--- config.mk ---
export PLATFORM = sky130hd
export DESIGN_NAME = tk1_spi_target_flat
export DESIGN_NICKNAME = d
export VERILOG_FILES = /design/src/rtl/tk1_spi_target_if.sv /design/src/rtl/tk1_spi_target.sv /design/src/flat_wrapper.sv
export SDC_FILE = /design/constraint.sdc
export NUM_CORES = 1
export LEC_CHECK = 0
export ABC_CLOCK_PERIOD_IN_PS = 3200
export CORE_MARGIN = 2
export CORE_UTILIZATION = 49
export DETAILED_ROUTE_END_ITERATION = 8
export PLACE_DENSITY = 0.86
export SYNTH_ARGS = -nofsm -noshare
export SYNTH_HDL_FRONTEND = slang
export SYNTH_SLANG_ARGS = --single-unit
--- constraint.sdc ---
create_clock -name clk -period 3.2 [get_ports clk]
set_input_delay 0.64 -clock clk [delete_from_list [all_inputs] [get_ports clk]]
set_output_delay 0.64 -clock clk [all_outputs]
set_load 0.05 [all_outputs]
--- src/rtl/tk1_spi_target_if.sv ---
// tk1_spi_target_if: register bus between SoC firmware and the SPI target
interface tk1_spi_target_if;
  logic        cs;
  logic        we;
  logic [7:0]  address;
  logic [31:0] write_data;
  logic [31:0] read_data;
  logic        ready;
  modport master (output cs, we, address, write_data, input read_data, ready);
  modport slave (input cs, we, address, write_data, output read_data, ready);
endinterface

--- src/rtl/tk1_spi_target.sv ---
// tk1_spi_target: mode-0 SPI target with one RX and one TX holding byte on the register bus
// Optional RX interrupt output and CTRL.irq_en bit are built only when SPI_TARGET_IRQ_EN is defined.
module tk1_spi_target #(
  parameter int         SYNC_STAGES = 2,
  parameter logic [7:0] IDLE_BYTE   = 8'hff
) (
  input  logic clk,
  input  logic reset,
  input  logic spi_ss,
  input  logic spi_sck,
  input  logic spi_mosi,
  output logic spi_miso,
`ifdef SPI_TARGET_IRQ_EN
  output logic irq,
`endif
  tk1_spi_target_if.slave bus
);
  typedef enum logic {IDLE, ACTIVE} state_t;
  state_t state;
  logic [SYNC_STAGES-1:0] ss_q, sck_q, mosi_q;
  logic ss_prev, sck_prev, ss_s, sck_s, mosi_s;
  logic ss_fall, ss_rise, sck_rise, sck_fall;
  logic enable, irq_en, rx_valid, tx_full, overrun, frame_err;
  logic [2:0] bit_ctr;
  logic [7:0] rx_shift, rx_data, tx_shift, tx_hold;
  logic rd, wr, pop, reload;
  assign ss_s     = ss_q[SYNC_STAGES-1];
  assign sck_s    = sck_q[SYNC_STAGES-1];
  assign mosi_s   = mosi_q[SYNC_STAGES-1];
  assign ss_fall  = ss_prev & ~ss_s;
  assign ss_rise  = ~ss_prev & ss_s;
  assign sck_rise = ~sck_prev & sck_s;
  assign sck_fall = sck_prev & ~sck_s;
  assign rd       = bus.cs & ~bus.we;
  assign wr       = bus.cs & bus.we;
  assign pop      = rd && bus.address == 8'h02;
  // TX reload points: frame entry and every byte boundary on the falling sck edge
  assign reload   = state == IDLE ? ss_fall & enable
                                  : enable & ~ss_rise & sck_fall & (bit_ctr == 3'd0);
  assign spi_miso = tx_shift[7];
  assign bus.ready = bus.cs;
  always_comb begin
    bus.read_data = '0;
    if (rd)
      bus.read_data = bus.address == 8'h00 ? {30'd0, irq_en, enable} :
                      bus.address == 8'h01 ? {27'd0, frame_err, overrun, state == ACTIVE, tx_full, rx_valid} :
                      bus.address == 8'h02 ? {24'd0, rx_data} : 32'd0;
  end
  always_ff @(posedge clk) begin
    if (reset) begin
      ss_q <= '1;
      sck_q <= '0;
      mosi_q <= '0;
      ss_prev <= 1'b1;
      sck_prev <= 1'b0;
      state <= IDLE;
      enable <= 1'b0;
      rx_valid <= 1'b0;
      tx_full <= 1'b0;
      overrun <= 1'b0;
      frame_err <= 1'b0;
      bit_ctr <= 3'd0;
      rx_shift <= 8'd0;
      rx_data <= 8'd0;
      tx_shift <= 8'hff;
      tx_hold <= 8'd0;
    end else begin
      ss_q <= {ss_q[SYNC_STAGES-2:0], spi_ss};
      sck_q <= {sck_q[SYNC_STAGES-2:0], spi_sck};
      mosi_q <= {mosi_q[SYNC_STAGES-2:0], spi_mosi};
      ss_prev <= ss_s;
      sck_prev <= sck_s;
      if (wr && bus.address == 8'h00) enable <= bus.write_data[0];
      if (pop) rx_valid <= 1'b0;
      if (wr && bus.address == 8'h04) begin
        if (bus.write_data[0]) overrun <= 1'b0;
        if (bus.write_data[1]) frame_err <= 1'b0;
      end
      if (reload) begin
        tx_shift <= tx_full ? tx_hold : IDLE_BYTE;
        tx_full <= 1'b0;
      end
      if (state == IDLE) begin
        if (ss_fall && enable) begin
          state <= ACTIVE;
          bit_ctr <= 3'd0;
        end
      end else if (!enable || ss_rise) begin
        state <= IDLE;
        bit_ctr <= 3'd0;
        tx_shift <= 8'hff;
        if (enable && bit_ctr != 3'd0) frame_err <= 1'b1;
      end else begin
        if (sck_rise) begin
          rx_shift <= {rx_shift[6:0], mosi_s};
          bit_ctr <= bit_ctr + 3'd1;
          if (bit_ctr == 3'd7) begin
            rx_data <= {rx_shift[6:0], mosi_s};
            rx_valid <= 1'b1;
            if (rx_valid && !pop) overrun <= 1'b1;
          end
        end
        if (sck_fall && bit_ctr != 3'd0) tx_shift <= {tx_shift[6:0], 1'b0};
      end
      // a reload in the same cycle frees the holding byte, so the write lands
      if (wr && bus.address == 8'h03 && (!tx_full || reload)) begin
        tx_hold <= bus.write_data[7:0];
        tx_full <= 1'b1;
      end
    end
  end
`ifdef SPI_TARGET_IRQ_EN
  always_ff @(posedge clk) begin
    if (reset) begin
      irq_en <= 1'b0;
      irq <= 1'b0;
    end else begin
      if (wr && bus.address == 8'h00) irq_en <= bus.write_data[1];
      irq <= irq_en & (rx_valid | overrun | frame_err);
    end
  end
`else
  assign irq_en = 1'b0;
`endif
endmodule

--- src/flat_wrapper.sv ---
// flat-port wrapper written by rule: the top's interface ports become plain ports
module tk1_spi_target_flat 
#(
  parameter int         SYNC_STAGES = 2,
  parameter logic [7:0] IDLE_BYTE   = 8'hff
)
  (clk, reset, spi_ss, spi_sck, spi_mosi, spi_miso, bus_cs, bus_we, bus_address, bus_write_data, bus_read_data, bus_ready);
  tk1_spi_target_if bus_i ();
  input  logic clk;
  input  logic reset;
  input  logic spi_ss;
  input  logic spi_sck;
  input  logic spi_mosi;
  output logic spi_miso;
  input wire logic [$bits(bus_i.cs)-1:0] bus_cs;
  input wire logic [$bits(bus_i.we)-1:0] bus_we;
  input wire logic [$bits(bus_i.address)-1:0] bus_address;
  input wire logic [$bits(bus_i.write_data)-1:0] bus_write_data;
  output wire logic [$bits(bus_i.read_data)-1:0] bus_read_data;
  output wire logic [$bits(bus_i.ready)-1:0] bus_ready;
  assign bus_i.cs = bus_cs;
  assign bus_i.we = bus_we;
  assign bus_i.address = bus_address;
  assign bus_i.write_data = bus_write_data;
  assign bus_read_data = bus_i.read_data;
  assign bus_ready = bus_i.ready;
  tk1_spi_target #(.SYNC_STAGES(SYNC_STAGES), .IDLE_BYTE(IDLE_BYTE)) u_core (.clk(clk), .reset(reset), .spi_ss(spi_ss), .spi_sck(spi_sck), .spi_mosi(spi_mosi), .spi_miso(spi_miso), .bus(bus_i));
endmodule
### Word level (Yosys, flattened, before mapping)

Index checks and enable logic that the tools add are counted.

* $add $sub $neg: 1
* $mul: 0
* multiplexer cells: 36
* reductions and logical operators: 22
* shift operators: 0
* bitwise logic cells: 17
* divide/modulo/power cells: 0
* equal/unequal tests: 6
* $lt $le $gt $ge: 0

Operator list (count)
* $mux W32: 3
* $mux W8: 6
* $mux W1: 23
* $eq A8 B2 Y1 const B: 2
* $mux W3: 4
* $and A1 B1 Y1: 10
* $logic_and A1 B1 Y1: 9
* $eq A8 B1 Y1 const B: 1
* $eq A8 B3 Y1 const B: 1
* $logic_not A8 Y1: 1
* $not A1 Y1: 7
* $reduce_and A4 Y1: 1
* $reduce_bool A2 Y1: 2
* $add A3 B1 Y3 const B: 1
* $eq A3 B3 Y1 const B: 1
* $logic_not A1 Y1: 3
* $logic_not A3 Y1: 1
* $ne A3 B3 Y1 const B: 1
* $reduce_and A3 Y1: 1
* $reduce_bool A3 Y1: 1
* $logic_or A1 B1 Y1: 2
* $reduce_and A2 Y1: 1

* memory bits (read-only): 0
* memory bits (writable): 0
* logic and storage cells: 98
* output and inout port bits: 34
* bits in latches: 0
* register bits: 48
* memories: 0
* bits of input ports: 47

### Longest topological paths before layout

* depth in word-level cells: 11
* depth in mapped cells: 7
* gate-level depth less buffers: 6

### Worst setup path before layout

OpenSTA, ideal clock, no wires.

* path type: input port to output port
* start point: in bus_address[5]
* end point: out bus_read_data[5]
* buffers on the path: 0
* cell stages on the path: 4
* required time: 2560 ps
* data arrival time: 2003 ps
* slack: 557 ps
* path through: nor4_2 -> nand3b_1 -> and2b_1 -> and2_1

* word-level cells in the longest chain between the ends: 5
* elaborated cells on any way between the ends: 7
* those cells by class: eq/ne (2); mux (4); reduce/logical (1)

RTL lines
* start: declaration: RTL line flat_wrapper.sv:17 `input wire logic [$bits(bus_i.address)-1:0] bus_address;`
* $eq A8 B2 Y1: RTL line tk1_spi_target.sv:47 `bus.address == 8'h02 ? {24'd0, rx_data} : 32'd0;`
* $mux W8: RTL line tk1_spi_target.sv:47
* $mux W32: RTL line tk1_spi_target.sv:46 `bus.address == 8'h01 ? {27'd0, frame_err, overrun, state == ACTIVE, tx_full, rx_valid} :`
* $mux W32 *: RTL line tk1_spi_target.sv:45 `bus.read_data = bus.address == 8'h00 ? {30'd0, irq_en, enable} :`
* $mux W32 *: RTL line tk1_spi_target.sv:44 `if (rd)`
* end: declaration: RTL line flat_wrapper.sv:19 `output wire logic [$bits(bus_i.read_data)-1:0] bus_read_data;`

Mark *: on every way between the ends. The rest lies on a longest branch, timed or not.

### Worst setup path after layout

* start point: in bus_cs
* end point: out bus_read_data[6]

* word-level cells in the longest chain between the ends: 2

RTL lines
* start: declaration: RTL line flat_wrapper.sv:15 `input wire logic [$bits(bus_i.cs)-1:0] bus_cs;`
* $and A1 B1 Y1: RTL line tk1_spi_target.sv:34 `assign rd = bus.cs & ~bus.we;`
* $mux W32: RTL line tk1_spi_target.sv:44

Every way passes these cells.

==> key figures <==
Synthesis
  – Synth Cell Area: 0.00242 mm^2
  – Ys async rst share: 0%
  – Sequential area share after synthesis: just under 40%
  – Synth unique cells: just under 50
  – EDFF count, synth: 0
  – Primary FF master, synth: dfxtp_1
  – Yosys reg bits: 48
  – Synth Instances: approximately 270
  – Post-Syn Area per Cell: about 9.1 um^2
  – Ys Warns: 0

Floorplanning
  – CORE AREA: between 0.004 and 0.005 mm^2
  – # IOs: 81
  – Cell row count: 25
  – Die Y: 74.3 um
  – Starting Density: ~51%
  – Die area: approximately 0.0055 mm^2
  – Die width: 74.3 um

Cells and area
  – Layout cell share with drive strength beyond 1: 10.8%
  – Ant diodes: 0
  – Most common cell after layout, fill and taps aside: dfxtp_1
  – Area taken by multi-input logic gates: roughly 0.0013 mm^2
  – Number of fillers in the final layout: about 440
  – Fin util: 59.9%
  – Sequential Area: 961 um^2
  – Layout area overhead: 17.5%
  – Nets@finish: around 350
  – Most frequent cells in the layout: dfxtp_1, nand2_1, conb_1, clkdlybuf4s50_1

Power
  – Max IR drop VDD: around 0.27 mV
  – Pwr Density: ~370 mW/mm^2
  – Leakage: roughly 1 nW

Global routing
  – Global route overflow: 0
  – Antenna violations before repair: 0
  – First-pass GRT wire length: roughly 8 mm
  – All-Layer GR Usage: a little under a fifth
  – Largest net degree at the start of global routing: 33
  – Vias in the first global route: between 1500 and 2000

Route
  – DR vias: 1933
  – 1st-iter DRT viols: about 120
  – WL per Instance: roughly 13 um
  – Routed vias/inst: approximately 5.3
  – Routed WL: between 4 and 5 mm
  – Post-route ant nets: 0
  – DR DRC count: 0
  – Drt pass-1 iters: 4

Setup path
  – Worst Setup SP: bus_cs
  – Crit path launch type: input pin
  – Worst R2R Setup Slack: ~1.2 ns
  – Worst Path Arrival: ~2.3 ns
  – CP Class: input pin to output pin
  – CP endpoint: bus_read_data[6]
  – Setup crit end kind: output pin
  – Cells on worst reg2reg path: 4
  – Required time worst endpoint: 2.56 ns
  – CP Max Fanout: 5
  – Reg2reg end: u_core.tx_hold[6]
  – Worst r2r src: u_core.sck_prev

Timing
  – Setup violators final: 0
  – Final period util: about nine tenths
  – Max Freq: 0.346 GHz
  – Fin. Hold Viols: 0
  – Setup TNS: 0 ns
  – Rel. slew slack: slightly above 50%
  – Clock Skew: roughly 0.0084 ns
  – RSZ-0062 raised after global routing: no
  – Slew Viols, Final: 0
  – Tmin final: between 2 and 3 ns
  – Worst-Margin Slew: between 0.7 and 0.8 ns

Clocking
  – CTS sink count: 48
  – Later-pin clock latency in the skew report: around 0.3 ns
  – Clock transition at path regs: around 0.080 ns
  – CTS tree: done
  – Postcts setup bufs: 0
  – H-Tree Depth: 2
  – CTS max path bufs: 2
  – Hold_buf cts: 0
  – CTS Root Cell: clkbuf_8
  – PostCTS Resize Cnt: 0
  – CTS Buf Count: 5

Status
  – Status: finished clean

Place
  – DP HPWL: 3.42 mm
  – Final GP Congestion: a little over 0.8
  – IO buf count: 32

Flow run
  – Max-cap violations: 0

Worst hold path
  – Worst hold path class: flip-flop to flip-flop
==> stage by stage <==
stage	total power [mW]	cell area, um^2	setup slack (ns)	instances	hold slack, ns
6_report	1.07	2850	0.313	362	0.413
3_3_place_gp	0.741	2770	0.348	355	0.395
4_1_cts	1.07	2850	0.312	362	0.417
5_1_grt	1.10	2850	0.208	362	0.425
2_1_floorplan	0.729	2510	0.557	290	0.389
3_5_place_dp	0.742	2770	0.315	355	0.398
==> cells by family after synthesis <==
family / count (synthesis) / synth area share, %
AO/OA/AOI/OAI: 55 / 17.8
adder cells (fa/ha/maj): 3 / 1.55
buffers and inverters: 43 / 11.1
flip-flops: 48 / 39.6
multiplexers: 16 / 6.60
other: 1 / 0.155
AND/OR/NAND/NOR: 101 / 23.2
==> metal layers <==
layer  GRT usage [%]  wire length [um]  up-vias
met5               0                 0        -
met1            21.4              2020      895
met3            4.61               217       20
met2            31.3              2370       62
met4            9.72               160        0
li1                -                 -      956
==> layout make-up <==
cell class,count,share of cell area [%]
multi-input combinational,199,45.0
sequential,48,33.7
clock buffer,6,2.55
inverter,6,0.791
timing repair buffer,35,14.8
tap,67,2.94
clock inverter,1,0.176
==> synth_stat cells, types with 7 or more instances <==
library cell / count / area (um^2)
nor2b_1: 11 / 68.8
o22ai_1: 8 / 50.1
nand3_1: 15 / 75.1
a31oi_1: 9 / 56.3
nand2_1: 28 / 105
dfxtp_1: 48 / 961
nor2_1: 16 / 60.1
o221ai_1: 7 / 61.3
nor3b_1: 8 / 60.1
mux2i_1: 16 / 160
a21oi_1: 14 / 70.1
buf_4: 26 / 195
==> how the worst min path moves through the flow <==
stage                         startpoint        endpoint  slack, ns  cells after the start
after floorplan           u_core.ss_q[0]  u_core.ss_q[1]       0.39                      1
after global placement    u_core.ss_q[0]  u_core.ss_q[1]       0.39                      1
after detailed placement  u_core.ss_q[0]  u_core.ss_q[1]       0.40                      1
after CTS                 u_core.ss_q[0]  u_core.ss_q[1]       0.42                      1
after global routing      u_core.ss_q[0]  u_core.ss_q[1]       0.43                      1
final                     u_core.ss_q[0]  u_core.ss_q[1]       0.41                      1
==> critical path, stage by stage <==
cell	delay, ns
clkdlybuf4s50_1	0.51
nor3b_1	0.25
nand3b_1	0.16
and2b_1	0.33
and2_1	0.20
buf_12	0.14
==> flip-flops by register name, summed over array words and instances, names as in the netlist <==
name              cells
u_core.rx_valid       1
u_core.ss_prev        1
u_core.tx_full        1
u_core.state          1
u_core.ss_q           2
u_core.rx_data        8
u_core.tx_hold        8
u_core.sck_q          2
u_core.tx_shift       8
u_core.enable         1
u_core.bit_ctr        3
u_core.overrun        1
u_core.mosi_q         2
u_core.frame_err      1
u_core.sck_prev       1
u_core.rx_shift       7
==> where the power goes <==
group	switching [mW]	leakage, nW	total, mW	internal [mW]
registers	0.00204	0.388	0.603	0.601
logic	0.0914	0.550	0.126	0.0347
clock network	0.190	0.0410	0.339	0.149
No activity file was read; power rests on OpenSTA's default activity.
